[config.mk]
export PLATFORM = sky130hd
export DESIGN_NAME = demux8_rr_dispatcher
export DESIGN_NICKNAME = d
export VERILOG_FILES = /design/src/rtl/demux8_pkg.sv /design/src/rtl/demux8_rr_dispatcher_rr_pick8.sv /design/src/rtl/demux8_rr_dispatcher.sv
export SDC_FILE = /design/constraint.sdc
export NUM_CORES = 1
export LEC_CHECK = 0
export BUFFER_PORTS_ARGS = -buffer_cell sky130_fd_sc_hd__buf_2
export CAP_MARGIN = 20
export CELL_PAD_IN_SITES_DETAIL_PLACEMENT = 0
export CELL_PAD_IN_SITES_GLOBAL_PLACEMENT = 2
export CORE_MARGIN = 1
export CORE_UTILIZATION = 34
export CTS_CLUSTER_DIAMETER = 80
export CTS_CLUSTER_SIZE = 25
export DETAILED_ROUTE_END_ITERATION = 16
export GPL_ROUTABILITY_DRIVEN = 0
export PLACE_DENSITY_LB_ADDON = 0.1
export SYNTH_ARGS = -nofsm -noshare
export SYNTH_HDL_FRONTEND = slang
export SYNTH_SLANG_ARGS = --single-unit
[constraint.sdc]
create_clock -name clk -period 8.15 [get_ports clk]
set_input_delay 1.2225 -clock clk [delete_from_list [all_inputs] [get_ports clk]]
set_output_delay 1.2225 -clock clk [all_outputs]
set_load 0.02 [all_outputs]
[src/rtl/demux8_pkg.sv]
// Shared definitions for the 1-to-8 round-robin dispatcher.
//   state_e  : dispatcher state (IDLE = buffer empty, HOLD = word presented)
//   NCH, SW  : channel count and select width
//   onehot8  : 3-bit select to one-hot channel mask
package demux8_pkg;

    localparam int NCH = 8;
    localparam int SW  = 3;

    typedef enum logic {
        IDLE = 1'b0,
        HOLD = 1'b1
    } state_e;

    function automatic logic [NCH-1:0] onehot8(input logic [SW-1:0] sel);
        return 8'b0000_0001 << sel;
    endfunction

endpackage

[src/rtl/demux8_rr_dispatcher_rr_pick8.sv]
// rr_pick8: combinational wrap-around priority search.
//   base  [2:0] in  : first position to consider
//   mask  [7:0] in  : candidate bits
//   idx   [2:0] out : first set mask bit at or after base (mod 8)
//   found       out : any mask bit set
module rr_pick8
    import demux8_pkg::*;
(
    input  logic [SW-1:0]  base,
    input  logic [NCH-1:0] mask,
    output logic [SW-1:0]  idx,
    output logic           found
);

    logic [SW-1:0] cand;

    always_comb begin
        idx   = '0;
        found = 1'b0;
        cand  = '0;
        for (int i = 0; i < NCH; i++) begin
            // 3-bit add wraps 7 -> 0 naturally
            cand = base + SW'(i);
            if (!found && mask[cand]) begin
                idx   = cand;
                found = 1'b1;
            end
        end
    end

endmodule

[src/rtl/demux8_rr_dispatcher.sv]
// demux8_rr_dispatcher: one-word buffer routing a valid/ready stream to
// 8 consumers, round-robin over the enabled channels.
//   clk, rst              : clock, synchronous active-high reset
//   in_data/valid/ready   : producer stream
//   chan_en[7:0]          : channel enable mask (only used when picking)
//   out_data              : held word, shared by all channels
//   out_valid[7:0]        : one-hot valid for the held word's channel
//   out_ready[7:0]        : per-channel consumer ready
//   s[2:0]                : destination of the held word
//   busy                  : buffer holds a word
// Optional (DEMUX8_RR_STATS_EN): fire_cnt[15:0] fire counter, stall flag.
module demux8_rr_dispatcher #(
    parameter int DW  = 8,
    parameter int NCH = 8
) (
    input  logic           clk,
    input  logic           rst,
    input  logic [DW-1:0]  in_data,
    input  logic           in_valid,
    output logic           in_ready,
    input  logic [NCH-1:0] chan_en,
    output logic [DW-1:0]  out_data,
    output logic [NCH-1:0] out_valid,
    input  logic [NCH-1:0] out_ready,
    output logic [2:0]     s,
    output logic           busy
`ifdef DEMUX8_RR_STATS_EN
    ,
    output logic [15:0]    fire_cnt,
    output logic           stall
`endif
);

    import demux8_pkg::*;

    state_e        state_q, state_d;
    logic [2:0]    ptr_q, ptr_d;
    logic [2:0]    s_q, s_d;
    logic [DW-1:0] data_q, data_d;

    logic          fire, accept;
    logic [2:0]    base, pick_idx;
    logic          pick_found;

    assign busy = (state_q == HOLD);
    assign fire = busy & out_ready[s_q];

    // Searching past the outgoing word when it leaves this cycle keeps
    // back-to-back traffic rotating instead of reusing the stale ptr.
    assign base = fire ? (s_q + 3'd1) : ptr_q;

    rr_pick8 u_pick (
        .base  (base),
        .mask  (chan_en),
        .idx   (pick_idx),
        .found (pick_found)
    );

    // pick_found == |chan_en: nothing is accepted with no channel enabled
    assign in_ready = pick_found & (~busy | fire);
    assign accept   = in_valid & in_ready;

    always_comb begin
        state_d = state_q;
        ptr_d   = ptr_q;
        s_d     = s_q;
        data_d  = data_q;
        if (fire) begin
            ptr_d = s_q + 3'd1;
        end
        if (accept) begin
            state_d = HOLD;
            s_d     = pick_idx;
            data_d  = in_data;
        end else if (fire) begin
            state_d = IDLE;
        end
    end

    always_ff @(posedge clk) begin
        if (rst) begin
            state_q <= IDLE;
            ptr_q   <= '0;
            s_q     <= '0;
            data_q  <= '0;
        end else begin
            state_q <= state_d;
            ptr_q   <= ptr_d;
            s_q     <= s_d;
            data_q  <= data_d;
        end
    end

    assign out_data  = data_q;
    assign s         = s_q;
    assign out_valid = busy ? onehot8(s_q) : '0;

`ifdef DEMUX8_RR_STATS_EN
    logic [15:0] fire_cnt_q, fire_cnt_d;

    always_comb begin
        fire_cnt_d = fire_cnt_q;
        if (fire) begin
            fire_cnt_d = fire_cnt_q + 16'd1;
        end
    end

    always_ff @(posedge clk) begin
        if (rst) begin
            fire_cnt_q <= '0;
        end else begin
            fire_cnt_q <= fire_cnt_d;
        end
    end

    assign fire_cnt = fire_cnt_q;
    assign stall    = busy & ~out_ready[s_q];
`endif

endmodule

Yosys cells after proc, flatten, opt, wreduce, memory -nomap -nowiden --
Index checks and enable logic that the tools add are counted.
Storage, ports and cells: word-level logic and storage cells 80, flip-flop bits (word level) 15, input port bits 27, output and inout bits 21
Cells by class: bitwise logic cells 5, add/sub/neg operators 8, reductions and logical operators 15, shifts and indexed selects 1, multiplexer cells 38, $lt $le $gt $ge 9
Operators by type and width (number):
- 3-bit by 4-bit < comparator with 1-bit output, second input constant | 9
- 1-bit binary-select mux with 3-bit select | 9
- 3-bit 2-to-1 mux | 9
- 1-bit 2-to-1 mux | 19
- 3-bit adder, second input constant | 4
- 8-bit 2-to-1 mux | 1
- 1-bit by 3-bit << shifter with 8-bit output, first input constant | 1
- 1-bit logical AND | 7
- 1-bit zero test | 7
- 3-bit by 1-bit adder with 3-bit output, second input constant | 2
- 3-bit by 2-bit adder with 3-bit output, second input constant | 2
- 1-bit bitwise AND | 3
- 2-bit nonzero test | 1
- 1-bit NOT | 1
- 1-bit OR | 1

Longest topological paths before layout --
Gate-level depths: netlist of the first run.
depth after elaboration 31, depth in mapped cells 21, depth with buffers taken out 16

Cells and area by module --
Synthesis of the first run repeated with hierarchy kept, for this count alone.
Second synthesis, totals: cell total of the unflattened synthesis 244, area total of the unflattened synthesis 2168.3 sq um
By module, submodules not included:
- demux8_rr_dispatcher | seq. area each 300.3 sq um, area an instance 1087.3 sq um, cells each 123, times used 1
- rr_pick8 | seq. area each 0.0 sq um, area an instance 1081.0 sq um, cells each 121, times used 1

Worst setup path before layout of the first run --
OpenSTA, ideal clock, no wires.
path kind input-to-output, from in out_ready[5], to out in_ready, path slack 2768 ps, path buffers 1, required time 6928 ps, arrival 4160 ps, stages on the path 15, cells stage by stage mux2i_1 a22o_1 o31ai_1 and2_1 inv_1 buf_2 ha_1 nor2b_1 o32ai_2 o211ai_2 or4b_1 o311a_1 nor2b_1 nand3_2 o21a_1
On the way: cells in the longest elaborated chain, start to end 29, elaborated cells on any way between the ends 51, those cells by class 7 x add/sub; 27 x mux; 3 x bitwise; 14 x reduce/logical
RTL lines:
- start: declaration | line demux8_rr_dispatcher.sv:24 | input logic [NCH-1:0] out_ready,
- 1-bit binary-select mux with 3-bit select * | line demux8_rr_dispatcher.sv:46 | assign fire = busy & out_ready[s_q];
- 1-bit 2-to-1 mux (not written as such) * | line demux8_rr_dispatcher.sv:46
- 1-bit bitwise AND * | line demux8_rr_dispatcher.sv:46
- 3-bit 2-to-1 mux * | line demux8_rr_dispatcher.sv:50 | assign base = fire ? (s_q + 3'd1) : ptr_q;
- named net base[1] | line demux8_rr_dispatcher.sv:42 | logic [2:0] base, pick_idx;
- branches (longest 23 deep; another with 3-bit by 1-bit adder with 3-bit output)
- 1-bit 2-to-1 mux * | line demux8_rr_dispatcher_rr_pick8.sv:24 | if (!found && mask[cand]) begin
- 1-bit bitwise AND * | line demux8_rr_dispatcher.sv:60 | assign in_ready = pick_found & (~busy | fire);
- end: declaration | line demux8_rr_dispatcher.sv:20 | output logic in_ready,
Mark *: on every way through the listed nets, which the timed path passes. The select of a mux whose other input is x is not followed.

Worst setup path in the final report of the first run --
from in out_ready[3], to out in_ready
On the way: cells in the longest elaborated chain, start to end 29, elaborated cells on any way between the ends 51, those cells by class 7 x add/sub; 27 x mux; 3 x bitwise; 14 x reduce/logical
RTL lines (line):
- 1-bit binary-select mux with 3-bit select * | demux8_rr_dispatcher.sv:46
- 1-bit 2-to-1 mux (not written as such) * | demux8_rr_dispatcher.sv:46
- 1-bit bitwise AND * | demux8_rr_dispatcher.sv:46
- branches (longest 25 deep; another with 3-bit by 1-bit adder with 3-bit output)
- 1-bit bitwise AND * | demux8_rr_dispatcher.sv:60
Mark *: on every way between the ends. The select of a mux whose other input is x is not followed.

==> results.yml, run 1 <==
layout:
  multi_input_comb_area_mm2: 0.00166
  num_antenna_cells: 0
  drive_above_1_share_pct: 24.6
  num-fill-cells: 648
  finalNonFillerCells: 380
  regArea_um2: 300
  fin_nets: 340
  syn_to_final_growth_pct: 11.5
routing:
  initialDrtViolationCount: 141
  dr_wl_met2_um: 2740
  drt-wirelength-per-cell_um: 16.5
  met1_length_um: 3190
  vias: 2175
  drc: 0
  ant_nets: 0
  drtPass1Iterations: 4
  top_layer: "met4"
  wirelength_um: 6280
  viasPerCell: 5.72
  wl_met3_um: 255
clock_network:
  cts_resized: 0
  clock_latency_ns: 0.25
  cts_htree_levels: 1
  cts_buffer_depth: 2
  cts.sinks: 15
  holdBufCountCts: 0
  cts_inserted_buffers: 3
  postCtsSetupRepairBufs: 0
  cts_tree: "done"
  clockRootBuffer: "clkbuf_8"
  clkTransAtPathRegs_ns: 0.06
sta:
  hold_viol: 0
  layout_setup_ws_ns: 1.82
  tns_ns: 0
  layout_min_cycle_time_ns: 6.33
  worst_slew_pin_slew_ns: 0.831
  max-slew-margin-rel_pct: 44.2
  final-setup-viol-count: 0
  rsz0062_at_grt: "no"
  max_freq_ghz: 0.158
  fin_crit_sh_pct: 77.7
  slew_viol_final: 0
  fin_skew_ns: 0.00115
min_path:
  worst_hold_path_type: "flip-flop to flip-flop"
  min_path_cells: 2
critical_path:
  cp_slowest_cell: "o311ai_1"
  setup.worst_path.end: "in_ready"
  max_stage_delay_ns: 0.55
  reg2reg_slack_ns: 2.93
  rr_worst_depth: 17
  cp_max_fo: 12
  cp_data_required_time_ns: 6.93
  regToRegEndpoint: "s[2]"
  cp-start-kind: "primary input"
  worstSetupStartpoint: "out_ready[3]"
  end_kind: "output pin"
  crit_type: "primary input to output pin"
  path_cells: "buf_2 > mux2i_1 > a22oi_2 > nand3_1 > o21a_4 > inv_2 > ha_1 > nor2_1 > o32ai_2 > o211ai_2 > mux2i_1 > o311ai_1 > nor2b_1 > nand3_2 > o21a_1 > buf_2"
  rr_startpoint: "s[0]"
  cp_data_arrival_time_ns: 5.11
synthesis:
  yosys_register_bits: 15
  syn_nets: 311
  yosys.area.top_type_share_pct: 14.1
  synth-xor-area-share_pct: 2.05
  synth-simple-area-share_pct: 25.4
  synth_compound_area_share_pct: 25.6
  synth_commonest_cells: "nand2_1, nor2_1, mux2i_1, dfxtp_1, clkbuf_1"
  synth_top_family_by_area: "compound AO/OA/AOI/OAI gates"
  synthFlopType: "dfxtp_1"
  synth_edf_count: 0
  muxShareOfSynthArea_pct: 20.6
  synth_area_per_cell_um2: 7.71
  synthCells: 277
  ys_seq_area_share_pct: 14.1
  ys_types: 61
  async_flop_share_pct: 0
  synth_area_leaders: "dfxtp_1, mux2i_1, nand2_1"
  ys_warn_count: 0
  synth_top_area_cell: "dfxtp_1"
  netlist_area_mm2: 0.00214
  synth_most_common_cell: "nand2_1"
  yosys.area_share.adder_pct: 4.10
power:
  ir_worst_vdd_v: 0.000145
  leakage_nw: 1.01
  powerDensity_mw_per_mm2: 376
job:
  maxCapViolCount: 0
floorplan:
  row_count: 28
  start_util_pct: 35.7
  die_h_um: 81.3
  num_io_pins: 48
  core-area_mm2: 0.00599
  die_area_mm2: 0.00661
  die_w_um: 81.3
place:
  numPortBuffers: 47
  dpl_worst_slack_ns: 1.92
  place_inst: 376
  hpwl_um: 4710
global_route:
  track_usage_pct: 19.7
  grt_pass1_vias: 1969
  grt_max_degree: 23
  grt_overflow: 0
  antenna_found_initial: 0
  grt_first_pass_wirelength_um: 10100
outcome:
  status: "completed"
-- cells by family after synthesis --
family,Yosys count
AND/OR/NAND/NOR,112
AO/OA/AOI/OAI,63
multiplexers,40
buffers and inverters,35
flip-flops,15
adder cells (fa/ha/maj),7
XOR/XNOR,5
-- stage by stage --
step / hold WS (ns) / area, µm² / total power, mW / utilization [%]
floorplan: 0.583 / 2140 / 0.694 / -
CTS: 0.472 / 2380 / 0.895 / 39.8
global route: 0.513 / 2380 / 0.971 / 39.8
finish: 0.472 / 2380 / 0.895 / 39.8
detailed placement: 0.462 / 2340 / 0.831 / 39.0
global placement: 0.460 / 2340 / 0.840 / 39.0
-- cell type report --
cell class	count	share of cell area, %
multi-input cells	227	69.6
inverters	11	1.73
clock buffers	4	1.89
repair buffers	48	10.2
flip-flops and latches	15	12.6
well taps	75	3.94
-- worst max-delay path: cells and delay by family --
kind,cells,cell delay [ns]
AO/OA/AOI/OAI,6,1.92
adder cells (fa/ha/maj),1,0.33
buffers and inverters,3,0.39
multiplexers,2,0.29
AND/OR/NAND/NOR,4,0.95
-- cell usage in the layout (no fill, tap or decap), drive strengths merged, types with 3 or more instances in the layout --
cell type / synthesis / routed
a31oi: 4 / 4
nand4: 4 / 4
nand2b: 4 / 4
and2: 4 / 4
dfxtp: 15 / 15
o21a: 3 / 3
mux2: 9 / 9
a32oi: 4 / 4
clkbuf: 11 / 4
nor2: 34 / 34
ha: 7 / 7
nor3: 4 / 4
a22oi: 3 / 3
a211oi: 5 / 5
and3: 6 / 6
nor2b: 5 / 5
o22ai: 3 / 3
a311oi: 4 / 4
nand3: 6 / 6
nand3b: 4 / 4
xnor2: 3 / 3
a21oi: 5 / 5
nand2: 37 / 37
buf: 13 / 48
inv: 11 / 11
a22o: 4 / 4
a2111oi: 8 / 8
mux2i: 30 / 30
-- sequential cells by signal, summed over array words and instances, names as in the netlist --
register and cells:
out_data 8, ptr_q 3, s 3, busy 1
-- metal layers --
metal	GRT usage (%)	vias up
met1	28.7	1025
met5	0	-
met4	4.64	0
li1	-	1079
met2	30.8	61
met3	1.69	10
-- power by group --
group	switching (mW)	leakage, nW	internal (mW)
Combinational	0.444	0.866	0.280
Clock	0.0246	0.0228	0.0346
Sequential	0.0237	0.123	0.0886
Total	0.492	1.01	0.403
-- worst min path at each step --
stage / from / end / slack, ns
floorplan: out_data[2] / out_data[2] / 0.58
global placement: s[0] / s[0] / 0.46
detailed placement: s[0] / s[0] / 0.46
CTS: s[0] / s[0] / 0.47
global route: s[0] / s[0] / 0.51
finish: s[0] / s[0] / 0.47
(Power assumes the default switching activity.)
==> run 2: changes to the inputs <==
ABC_AREA = 1   (was not set)
CORE_UTILIZATION = 23   (was 34)
clock period = 5.69 ns   (was 8.15 ns; I/O delays follow)
==> run 2 against run 1 <==
Compared with the run above:
- routed wire length decreased by 16%
- highest routed layer unchanged
- die area is 18% higher
- first-iteration DRC count fell by 22%
- via count shrank 9.7%
- clock power up 45%
- area after synthesis fell by 20%
==> results.yml, run 2 <==
global_route:
  track_usage_pct: 14.2
  antenna_found_initial: 0
  grt_overflow: 0
  grt_pass1_vias: 1758
  grt_max_degree: 17
  grt_first_pass_wirelength_um: 8510
clock_network:
  cts_tree: "done"
  cts_htree_levels: 1
  clkTransAtPathRegs_ns: 0.06
  cts_buffer_depth: 2
  cts_resized: 0
  cts_inserted_buffers: 3
  cts.sinks: 15
  clock_latency_ns: 0.25
  holdBufCountCts: 0
  postCtsSetupRepairBufs: 0
  clockRootBuffer: "clkbuf_8"
layout:
  largest_reg_flops: 8
  regArea_um2: 300
  drive_above_1_share_pct: 20.5
  finalNonFillerCells: 441
  final_cell_mix: "nand2_1, nand3_1, buf_2"
  fin_nets: 377
  syn_to_final_growth_pct: 19.3
  final_common_cell: "nand2_1"
  num_antenna_cells: 0
  multi_input_comb_area_mm2: 0.00120
  fin_util_pct: 28.2
  stdcell_area_mm2: 0.00204
  num-fill-cells: 894
synthesis:
  ys_types: 27
  yosys.area.top_type_share_pct: 24.6
  synth_area_per_cell_um2: 5.71
  syn_nets: 333
  netlist_area_mm2: 0.00171
  synth_commonest_cells: "nand2_1, nand3_1, inv_1, nor2_1, dfxtp_1"
  synthFlopType: "dfxtp_1"
  ys_seq_area_share_pct: 17.6
  synth_area_leaders: "nand2_1, dfxtp_1, nand3_1"
  ys_warn_count: 0
  synthCells: 299
  synth_top_area_cell: "nand2_1"
  yosys_register_bits: 15
  async_flop_share_pct: 0
  synth_edf_count: 0
  synth_most_common_cell: "nand2_1"
routing:
  initialDrtViolationCount: 110
  drt-wirelength-per-cell_um: 12.0
  drtPass1Iterations: 4
  wirelength_um: 5300
  viasPerCell: 4.45
  vias: 1963
  ant_nets: 0
  drc: 0
floorplan:
  num_io_pins: 48
  start_util_pct: 23.7
  die_h_um: 88.2
  row_count: 31
  core-area_mm2: 0.00721
  die_area_mm2: 0.00777
  die_w_um: 88.2
sta:
  slew_viol_final: 0
  fin_crit_sh_pct: 75.0
  layout_min_cycle_time_ns: 4.27
  rsz0062_at_grt: "no"
  tns_ns: 0
  fin_skew_ns: 0.00426
  hold_viol: 0
  final-setup-viol-count: 0
  layout_setup_ws_ns: 1.42
  worst_slew_pin_slew_ns: 0.523
  max_freq_ghz: 0.234
  holdWs_ns: 0.463
  max-slew-margin-rel_pct: 65.1
place:
  dpl_worst_slack_ns: 1.44
  placed_area_mm2: 0.00199
  place_inst: 437
  numPortBuffers: 47
  hpwl_um: 4170
critical_path:
  cp_data_required_time_ns: 4.84
  crit_type: "flip-flop to output pin"
  rr_startpoint: "s[0]"
  end_kind: "output pin"
  cp-start-kind: "flip-flop"
  rr_worst_depth: 19
  cp_data_arrival_time_ns: 3.41
  reg2reg_slack_ns: 2.04
  regToRegEndpoint: "s[2]"
  cp_max_fo: 16
min_path:
  min_from: "out_data[6]"
  hold_end: "out_data[6]"
  worst_hold_path_type: "flip-flop to flip-flop"
  min_path_cells: 2
power:
  powerDensity_mw_per_mm2: 613
  leakage_nw: 1.11
  finalPower_mw: 1.25
  ir_worst_vdd_v: 0.000121
outcome:
  status: "completed"
job:
  maxCapViolCount: 0
run 2: how the worst max path moves through the flow:
stage	to	startpoint	slack, ns	depth (start not counted)
floorplan	in_ready	out_ready[3]	1.90	19
global placement	in_ready	out_ready[7]	1.46	19
detailed placement	in_ready	out_ready[3]	1.44	19
CTS	in_ready	s[0]	1.39	18
global route	in_ready	s[0]	1.03	18
finish	in_ready	s[0]	1.42	18
run 2: cell families after synthesis:
logic type	count (synthesis)	share of synthesized area, %
compound gates	21	8.06
fa+ha+maj	7	5.13
buf+inv	44	12.4
flops	15	17.6
simple gates	212	56.8
run 2: report_power, final:
part	internal (mW)	switching [mW]
logic	0.292	0.707
registers	0.130	0.0333
clock network	0.0485	0.0372
run 2: per-layer routing:
metal / up-vias / global-route usage [%] / routed length, µm
met1: 879 / 19.6 / 2620
met3: 3 / 2.64 / 210
met2: 37 / 23.5 / 2470
li1: 1044 / - / -
met5: - / 0 / 0
met4: 0 / 1.61 / 8
run 2: cell type report:
class                   instances  area share [%]
multi-input cells             240            58.7
flip-flops and latches         15            14.7
repair buffers                 47            11.5
inverters                      36            6.63
well taps                      99            6.08
clock buffers                   3            2.03
clock inverters                 1           0.246
run 2: critical path, cell delays in order, from the launching register on:
cell     delay, ns
dfxtp_1       0.55
inv_2         0.15
nand2_1       0.08
nand3_1       0.08
nand3_2       0.14
nand3_4       0.18
o21ai_4       0.45
ha_1          0.34
inv_1         0.12
nand3_1       0.10
nand3_1       0.10
nand2_1       0.11
inv_1         0.10
nand4_2       0.12
nor2_4        0.17
nand3_2       0.11
nand2_1       0.07
inv_1         0.04
buf_2         0.15
==> run 3: changes to the inputs <==
clock period = 3.7 ns   (was 5.69 ns; I/O delays follow)
==> run 3 against run 2 <==
Compared with the run above:
- total power rose by 63%
- combinational power is 65% higher
- largest cell class unchanged
- critical path type unchanged
- largest power group unchanged
- critical path depth is 2 higher
==> results.yml, run 3 (synthesis results as in run 2) <==
outcome:
  status: "completed"
critical_path:
  max_stage_delay_ns: 0.38
  cp_slowest_cell: "dfxtp_4"
  cp-start-kind: "flip-flop"
  path_cells: "inv_2 > nand2_1 > nand2_1 > nand2_1 > nand3_2 > nand3_4 > nand2_1 > o21ai_4 > ha_1 > inv_1 > nand3_1 > nand3_1 > nand2_1 > inv_1 > nand4_2 > nor2_4 > nand3_2 > nand2_1 > inv_1 > buf_2"
  cp_max_fo: 10
  cp_data_required_time_ns: 3.14
  crit_type: "flip-flop to output pin"
  crit_path_frequent_cell: "nand2_1"
  critPathTopFamily: "simple AND/OR/NAND/NOR gates"
  end_kind: "output pin"
  cp.buffers_inverters: 5
  cp_data_arrival_time_ns: 2.85
min_path:
  worst_hold_path_type: "flip-flop to flip-flop"
place:
  numPortBuffers: 47
  hpwl_um: 4440
  place_inst: 448
  placed_area_mm2: 0.00207
  dpl_worst_slack_ns: 0.274
layout:
  stdcell_area_mm2: 0.00215
  drive_above_1_share_pct: 23.7
  largest_reg_flops: 8
  num_antenna_cells: 0
  final_cell_mix: "nand2_1, nand3_1, buf_2"
  finalNonFillerCells: 453
  final_common_cell: "nand2_1"
  fin_nets: 389
  syn_to_final_growth_pct: 25.7
  fin_util_pct: 29.8
floorplan:
  die_h_um: 88.2
  die_w_um: 88.2
  die_area_mm2: 0.00777
  num_io_pins: 48
  row_count: 31
  core-area_mm2: 0.00721
  start_util_pct: 23.7
global_route:
  track_usage_pct: 14.2
  grt_first_pass_wirelength_um: 8450
  antenna_found_initial: 0
  grt_pass1_vias: 1711
  grt_overflow: 0
  grt_max_degree: 16
sta:
  worst_slew_pin_slew_ns: 0.459
  rsz0062_at_grt: "no"
  hold_viol: 0
  fin_skew_ns: 0.0131
  fin_crit_sh_pct: 92.1
  max_freq_ghz: 0.293
  layout_setup_ws_ns: 0.291
  final-setup-viol-count: 0
  tns_ns: 0
  layout_min_cycle_time_ns: 3.41
  slew_viol_final: 0
  max-slew-margin-rel_pct: 69.4
  holdWs_ns: 0.463
clock_network:
  cts_tree: "done"
  cts_inserted_buffers: 3
  cts_htree_levels: 1
  cts_buffer_depth: 2
  cts.sinks: 15
  clock_latency_ns: 0.26
  clockRootBuffer: "clkbuf_8"
  clkTransAtPathRegs_ns: 0.07
routing:
  drt-wirelength-per-cell_um: 12.1
  viasPerCell: 4.52
  ant_nets: 0
  initialDrtViolationCount: 89
  drtPass1Iterations: 4
  wirelength_um: 5480
  drc: 0
  vias: 2046
power:
  powerDensity_mw_per_mm2: 946
  seqPwrFrac_pct: 12.0
  power_switching_mw: 1.22
  swShare_pct: 60.0
  finalPower_mw: 2.03
  internal_power_mw: 0.812
  leakage_nw: 1.16
  ir_worst_vdd_v: 0.000292
  clkPwrFrac_pct: 6.9
  pwr-share-comb_pct: 81.1
job:
  maxCapViolCount: 0
## run 3: power by group through the flow
stage	registers, mW	clock network [mW]	logic [mW]
4_1_cts	0.241	0.145	1.63
3_5_place_dp	0.243	0	1.63
6_report	0.243	0.140	1.65
2_1_floorplan	0.268	0	1.19
3_3_place_gp	0.244	0	1.67
5_1_grt	0.252	0.153	1.85
## run 3: cell type report
cell class,instances,area (µm²)
fillers,876,5070
well taps,99,124
multi-input cells,240,1210
clock inverters,1,7.51
inverters,36,135
clock buffers,3,41.3
flip-flops and latches,15,305
repair buffers,59,325
## run 3: metal layers
layer	wire [µm]	track usage [%]	part of all wire, %
met1	2740	20.3	50
met2	2510	22.3	46
met3	196	2.26	3.6
met4	39	3.08	0.71
met5	0	0	0
## run 3: repair_timing
item / in CTS / in global routing
pin swaps: 0 / 1
setup buffers: 0 / 1
setup endpoints to repair: 1 / 1
gates resized for setup: 1 / 4
hold buffers: 0 / 0
## run 3: tightest hold or removal path: cells and delay by family, from the launching register on
family           cells  cell delay, ns
AO/OA/AOI/OAI        1            0.05
flip-flops           1            0.31
AND/OR/NAND/NOR      1            0.06
## run 3: final timing paths
kind / end / slack (ns) / startpoint / cells after the start
hold reg to reg: out_data[0] / 0.46 / out_data[0] / 2
hold / removal: out_data[0] / 0.46 / out_data[0] / 2
setup / recovery: in_ready / 0.29 / s[0] / 20
setup reg to reg: s[2] / 0.71 / s[0] / 19
